`src/rtl/ram_pkg.sv`:
```
// Shared types for the synchronous clearable RAM.
// Holds the clear-sequencer state encoding used by ram_sync_clr.
package ram_pkg;

  typedef enum logic {
    RAM_IDLE  = 1'b0,
    RAM_CLEAR = 1'b1
  } ram_state_e;

endpackage

```
`src/rtl/ram_core.sv`:
```
// Bare storage array: synchronous write port, combinational read port.
// Contents are never reset; the clear sweep in the top level initialises them.
module ram_core #(
  parameter int unsigned AW = 8,
  parameter int unsigned DW = 4
) (
  input  logic          clk,
  input  logic          we,
  input  logic [AW-1:0] waddr,
  input  logic [DW-1:0] wdata,
  input  logic [AW-1:0] raddr,
  output logic [DW-1:0] rdata
);

  logic [DW-1:0] mem_q [2**AW];

  always_ff @(posedge clk) begin
    if (we) begin
      mem_q[waddr] <= wdata;
    end
  end

  // The registered read stage lives in the top so the write-first bypass sits beside it.
  assign rdata = mem_q[raddr];

endmodule

```
`src/rtl/ram_sync_clr.sv`:
```
// Parametrised synchronous RAM with chip-style active-low controls, registered
// write-first reads and a hardware sweep that writes CLEAR_VAL to every location.
module ram_sync_clr
  import ram_pkg::*;
#(
  parameter int unsigned   AW         = 8,
  parameter int unsigned   DW         = 4,
  parameter logic [DW-1:0] CLEAR_VAL  = '0,
  parameter bit            INIT_CLEAR = 1'b1
) (
  input  logic          clk,
  input  logic          reset_n,
  input  logic [AW-1:0] a,
  input  logic [DW-1:0] i,
  output logic [DW-1:0] d,
  input  logic          cs1_n,
  input  logic          cs2,
  input  logic          oe_n,
  input  logic          w_n,
  input  logic          clear_req,
  output logic          busy
);

  localparam ram_state_e    StReset = INIT_CLEAR ? RAM_CLEAR : RAM_IDLE;
  localparam logic [AW-1:0] CntOne  = AW'(1);

  ram_state_e    state_q, state_d;
  logic [AW-1:0] cnt_q, cnt_d;
  logic [DW-1:0] dq_q, dq_d;

  logic          en;
  logic          user_we;
  logic          mem_we;
  logic [AW-1:0] mem_waddr;
  logic [DW-1:0] mem_wdata;
  logic [DW-1:0] mem_rdata;

  assign busy    = (state_q == RAM_CLEAR);
  assign en      = ~cs1_n & cs2 & ~busy;
  assign user_we = en & ~w_n;

  // Clear sequencer: one location per edge, terminating on counter wrap.
  always_comb begin
    state_d = state_q;
    cnt_d   = cnt_q;
    unique case (state_q)
      RAM_IDLE: begin
        if (clear_req) begin
          state_d = RAM_CLEAR;
          cnt_d   = '0;
        end
      end
      RAM_CLEAR: begin
        cnt_d = cnt_q + CntOne;
        if (cnt_q == {AW{1'b1}}) begin
          state_d = RAM_IDLE;
          cnt_d   = '0;
        end
      end
      default: begin
        state_d = StReset;
        cnt_d   = '0;
      end
    endcase
  end

  // Write port is owned by the sweep while busy, otherwise by the user.
  always_comb begin
    mem_we    = user_we;
    mem_waddr = a;
    mem_wdata = i;
    if (busy) begin
      mem_we    = 1'b1;
      mem_waddr = cnt_q;
      mem_wdata = CLEAR_VAL;
    end
  end

  always_comb begin
    dq_d = dq_q;
    if (en) begin
      dq_d = w_n ? mem_rdata : i;
    end
  end

  always_ff @(posedge clk or negedge reset_n) begin
    if (!reset_n) begin
      state_q <= StReset;
      cnt_q   <= '0;
      dq_q    <= '0;
    end else begin
      state_q <= state_d;
      cnt_q   <= cnt_d;
      dq_q    <= dq_d;
    end
  end

  ram_core #(
    .AW (AW),
    .DW (DW)
  ) u_core (
    .clk   (clk),
    .we    (mem_we),
    .waddr (mem_waddr),
    .wdata (mem_wdata),
    .raddr (a),
    .rdata (mem_rdata)
  );

  assign d = oe_n ? '0 : dq_q;

endmodule

```
`config.mk`:
```
export PLATFORM = sky130hd
export DESIGN_NAME = ram_sync_clr
export DESIGN_NICKNAME = d
export VERILOG_FILES = /design/src/rtl/ram_pkg.sv /design/src/rtl/ram_core.sv /design/src/rtl/ram_sync_clr.sv
export SDC_FILE = /design/constraint.sdc
export NUM_CORES = 1
export LEC_CHECK = 0
export BUFFER_PORTS_ARGS = -buffer_cell sky130_fd_sc_hd__clkbuf_2
export CAP_MARGIN = 20
export CELL_PAD_IN_SITES_DETAIL_PLACEMENT = 1
export CELL_PAD_IN_SITES_GLOBAL_PLACEMENT = 1
export CORE_ASPECT_RATIO = 2
export CORE_MARGIN = 1.5
export CORE_UTILIZATION = 35
export CTS_CLUSTER_DIAMETER = 50
export CTS_CLUSTER_SIZE = 28
export DETAILED_ROUTE_END_ITERATION = 12
export GPL_ROUTABILITY_DRIVEN = 0
export HOLD_SLACK_MARGIN = 0.06
export PLACE_DENSITY = 0.64
export SYNTH_ARGS = -nofsm -noshare
export SYNTH_HDL_FRONTEND = slang
export SYNTH_SLANG_ARGS = --single-unit
```
`constraint.sdc`:
```
create_clock -name clk -period 8.5 [get_ports clk]
set_input_delay 2.55 -clock clk [delete_from_list [all_inputs] [get_ports clk]]
set_output_delay 2.55 -clock clk [all_outputs]
set_load 0.01 [all_outputs]
```
# ---- Yosys cells after proc, flatten, opt, wreduce, memory -nomap -nowiden
# Memories as Yosys holds them, arrays and structs flattened. A register that Yosys moved wholly into a read port is not among the register bits.
# Cells that the tools add are included.
dict set report totals {
  output_inout_bits 5
  inputBits 19
  mem_count 1
  rom_bits 0
  register_bits 9
  latchBits 0
  ram_bits 1024
}
dict set report op_classes {
  n_bitwise 6
  muxes 12
  magnitude_cmp 0
  eq_ne 2
  mul 0
  addsub 1
  div_mod_pow 0
  n_reduce_logical 1
  n_shift 0
}
# name words word_bits rd rd_clocked_by_memory_dff write_ports line_no
set memory_table {}
lappend memory_table {u_core.mem_q 256 4 1 1 1 ram_core.sv:15} ;# logic [DW-1:0] mem_q [2**AW];
# operator count
set op_table {}
lappend op_table {{8-bit two-way mux} 3}
lappend op_table {{8-bit one-hot mux with 2 select lines} 1}
lappend op_table {{8-bit by 1-bit adder with 8-bit output (second input constant)} 1}
lappend op_table {{8-bit equality test (second input constant)} 1}
lappend op_table {{4-bit two-way mux} 2}
lappend op_table {{1-bit two-way mux} 5}
lappend op_table {{1-bit bitwise AND} 3}
lappend op_table {{1-bit NOT} 3}
lappend op_table {{2-bit inequality test (second input constant)} 1}
lappend op_table {{1-bit one-hot mux with 2 select lines} 1}
lappend op_table {{1-bit logical NOT} 1}

# ---- Depth between registers and ports, before layout
dict set report logic_depth {
  ltp_word 7
  mapped_depth 12
  depth_no_buf 7
}

# ---- Hierarchy
# A second synthesis with hierarchy kept.
dict set report hier_totals {
  cells_unflattened 2138
  area_unflattened_um2 41424.7
}
# mod instances area_per_inst_um2 seq_area_each_um2 cells_per_inst
set modules_own_cells {}
lappend modules_own_cells {ram_core 1 40595.2 30749.5 2047}
lappend modules_own_cells {ram_sync_clr 1 829.5 326.6 91}

# ---- Worst setup path before layout
# No wires, ideal clock.
dict set report synth_path {
  path_type {input to register}
  startpoint {input i[2]}
  endpoint {memory u_core.mem_q[0][2] (data pin)}
  path_buffers 0
  arrival_time_ps 8695
  path_slack_ps -1643
  required_ps 7052
  cell_stages 1
  cell_sequence {nor2b_1}
}
dict set report synth_via {
  elab_chain_len 1
}
# item line_no
set synth_lines {}
lappend synth_lines {{start: declaration} ram_sync_clr.sv:14} ;# input logic [DW-1:0] i,
lappend synth_lines {{4-bit two-way mux} ram_sync_clr.sv:72} ;# if (busy) begin
lappend synth_lines {{end: declaration} ram_core.sv:15}
# Every way passes these cells.

# ---- Final worst setup path
dict set report layout_path {
  startpoint {input a[2]}
  endpoint {memory u_core.mem_q[4][1] (enable)}
}
dict set report layout_via {
  elab_chain_len 1
}
# item line_no
set layout_lines {}
lappend layout_lines {{start: declaration} ram_sync_clr.sv:13} ;# input logic [AW-1:0] a,
lappend layout_lines {{8-bit two-way mux} ram_sync_clr.sv:72}
# Every way passes these cells.

==> impl_results.md <==
- Comb pwr share: 11.3%
- Ys async rst share: 1.25%
- # port buffers: 23
- Worst path buffer plus inverter count: 2
- Die H: 490 um
- Hold_buf cts: 0
- Worst Clk Skew: 0.0226 ns
- Area contributors post-synth: edfxtp_1 74%, mux4_2 13%, nor2_1 2.5%
- Max Slew Vio Count: 0
- Crit path largest cell delay: 1.03 ns
- HPWL Detailed: 76.8 mm
- Sequential power share: 59.8%
- Cell Int Power: 0.00709 W
- CP arrival: 6.37 ns
- TritonCTS clock tree: done
- CTS H-Tree Depth: 2
- Area Growth Syn to Fin: 7.79%
- Register area share after synthesis: 75.0%
- Stages on worst setup path: 5
- Fill count: 11400
- Ys flop type: edfxtp_1
- Synthesized instance count: 2160
- Critical path cell sequence: buf_6, inv_1, o32ai_1, nand3_2, nor2_1
- Setup TNS: 0 ns
- Sw Pwr: 0.00249 W
- Routed Antenna Nets: 0
- Num rows: 178
- # nets final: 2153
- Clock power share: 29.0%
- Max Fanout on Critical Path: 71
- Hold Path Cell Cnt: 2
- Synth area leader: edfxtp_1
- Initial Util: 35.2%
- Top cells by count, synth: 1024 x edfxtp_1, 280 x nor2_1, 238 x mux4_2
- Tot GR Track Use: 19.1%
- Final wirelength: 114 mm
- Vias in the first global route: 22200
- Pre-Repair DR Iteration Count: 5
- Pleak: 13.5 nW
- Number of I/O pins: 24
- Vias: 20300
- Maximum clock frequency: 165 MHz
- Class of the worst hold path: flip-flop to flip-flop
- Pin count of the biggest net entering global routing: 165
- Final setup violation count: 0
- Startpoint types: input pin
- Yosys warning count: 0
- Mean Syn Cell Area: 19.2 um^2
- Post-CTS resize count: 0
- Period utilization: 71.3%
- Clk pin slew, worst setup/hold paths: 0.10 ns
- Worst EP required: 8.81 ns
- Top-area cell type share of the netlist area: 74.2%
- CTS root buf: clkbuf_16
- Hold slack: 0.614 ns
- CTS Buf Count: 48
- Syn_nets: 2180
- Number of synthesized flops with an enable pin: 1024
- CP endpoint kind: flip-flop
- Mapped Area: 41400 um^2
- Tmin final: 6.06 ns
- VDD IR max: 0.228 mV
- Initial DRC Count: 1373
- Max clock buf depth: 3
- Seq cells post-synth: 1037
- Critical setup path kind: input pin to flip-flop
- Yosys cell types: 54
- Grt total ovfl: 0
- Count leader, synth: edfxtp_1
- R2R cell count: 5
- WL/cell: 31.1 um
- RSZ-0062 raised after global routing: no
- Sw frac: 25.9%
- Initial antenna violation count: 6
- Outcome: finished clean
- Share of cells above drive strength 1: 18.6%
- Global-route wire length before repair: 163 mm
- Slew margin rel.: 2.23%
- Pwr dens: 214 nW/um^2
- CP delay by family, top: simple AND/OR/NAND/NOR gates
- Setup Fix Bufs, Post-CTS: 0
- Clk sinks: 1037
- Hold Fails Final Rpt: 0
- Die width: 246 um
- DRC Markers: 0
- Max cap viols: 0
- Die Area: 121000 um^2
- DR vias/cell: 5.50
- Slew @ Worst Pin: 1.46 ns
- Skew-Pair Late Insertion Delay: 0.65 ns
- Crit-path slowest cell: nand3_2
- Core ar.: 118000 um^2
[path summary, 6_finish.rpt]
path / from / endpoint / slack, ns
worst max-delay path: a[2] / u_core.mem_q[4][1] / 2.44
worst min-delay path: dq_q[3] / dq_q[3] / 0.61
max in group asynchronous: reset_n / busy / 6.35
worst max register to register: busy / u_core.mem_q[240][3] / 4.78
worst min register to register: dq_q[3] / dq_q[3] / 0.61
min in group asynchronous: reset_n / cnt_q[6] / 1.82
[layout by cell type (no fill, tap or decap), types with 6 or more instances in the layout]
cell and instances:
o22ai_1 30, nand4_1 7, nand2_1 62, mux2_2 13
nor3_1 8, mux4_2 238, nor2b_1 10, nand2b_1 15
a221oi_1 14, inv_1 13, a22o_1 7, nand3_2 8
nand3_1 24, mux2i_1 56, and3_1 10, a211oi_1 6
dfrtp_1 12, and2_1 11, edfxtp_1 1024, buf_4 32
buf_12 6, a21oi_1 25, clkbuf_16 49, o21ai_0 31
a31oi_1 6, clkbuf_2 20, a22oi_1 36, o221ai_1 18
nor2_1 276
[power groups by stage]
| stage | clock [W] | sequential [W] | combinational [W] |
|---|---|---|---|
| after global routing | 0.00295 | 0.00574 | 0.00112 |
| after floorplan | 0 | 0.00579 | 0.000641 |
| final | 0.00277 | 0.00573 | 0.00108 |
| after detailed placement | 0 | 0.00584 | 0.00109 |
| after CTS | 0.00283 | 0.00573 | 0.00109 |
| after global placement | 0 | 0.00583 | 0.00106 |
[sequential cells by signal, summed over array words and instances (netlist names)]
name          count
cnt_q             8
busy              1
u_core.mem_q   1024
dq_q              4
[stage by stage]
stage          total power (W)  utilization, %  area (um^2)  cells  setup WS [ns]
2_1_floorplan          0.00643               -        41500   2160           1.40
3_3_place_gp           0.00690            36.7        43100   3610           1.93
3_5_place_dp           0.00693            36.7        43100   3612           1.69
4_1_cts                0.00965            38.0        44600   3683           2.39
5_1_grt                0.00981            38.0        44700   3686           2.22
6_report               0.00958            38.0        44700   3686           2.44
[metal layers]
metal	GRT usage, %	vias to the layer above	part of all wire (%)
li1	-	8669	-
met1	19.4	10800	33
met2	37.2	542	57
met3	1.87	216	3.6
met4	11.0	8	6.5
met5	0	-	0.047
[layout make-up]
class / count / area, um^2 / area share, %
tap: 1530 / 1910 / 4.28
timing repair buffer: 62 / 529 / 1.18
clock inverter: 21 / 282 / 0.630
antenna: 2 / 5.00 / 0.0112
multi-input combinational: 971 / 9590 / 21.5
inverter: 13 / 48.8 / 0.109
sequential: 1037 / 31100 / 69.6
clock buffer: 50 / 1230 / 2.75
[tightest hold or removal path, cell delays in order (launching register included)]
cell and delay (ns):
dfrtp_1 0.38, o21ai_0 0.11, o21ai_1 0.09
[logic make-up (layout without fill, tap and decap cells)]
family,after synthesis,count (layout),share of synthesized area [%]
buffers and inverters,152,146,2.06
xor gates and xnor gates,4,4,0.0845
other,0,2,0
DFF,1037,1037,75.0
AOI/OAI and AO/OA,211,211,3.62
and+or+nand+nor,448,448,4.59
muxes,307,307,14.6
adders and majority gates,1,1,0.0302
Note: power is estimated with default switching activity, not from simulation.
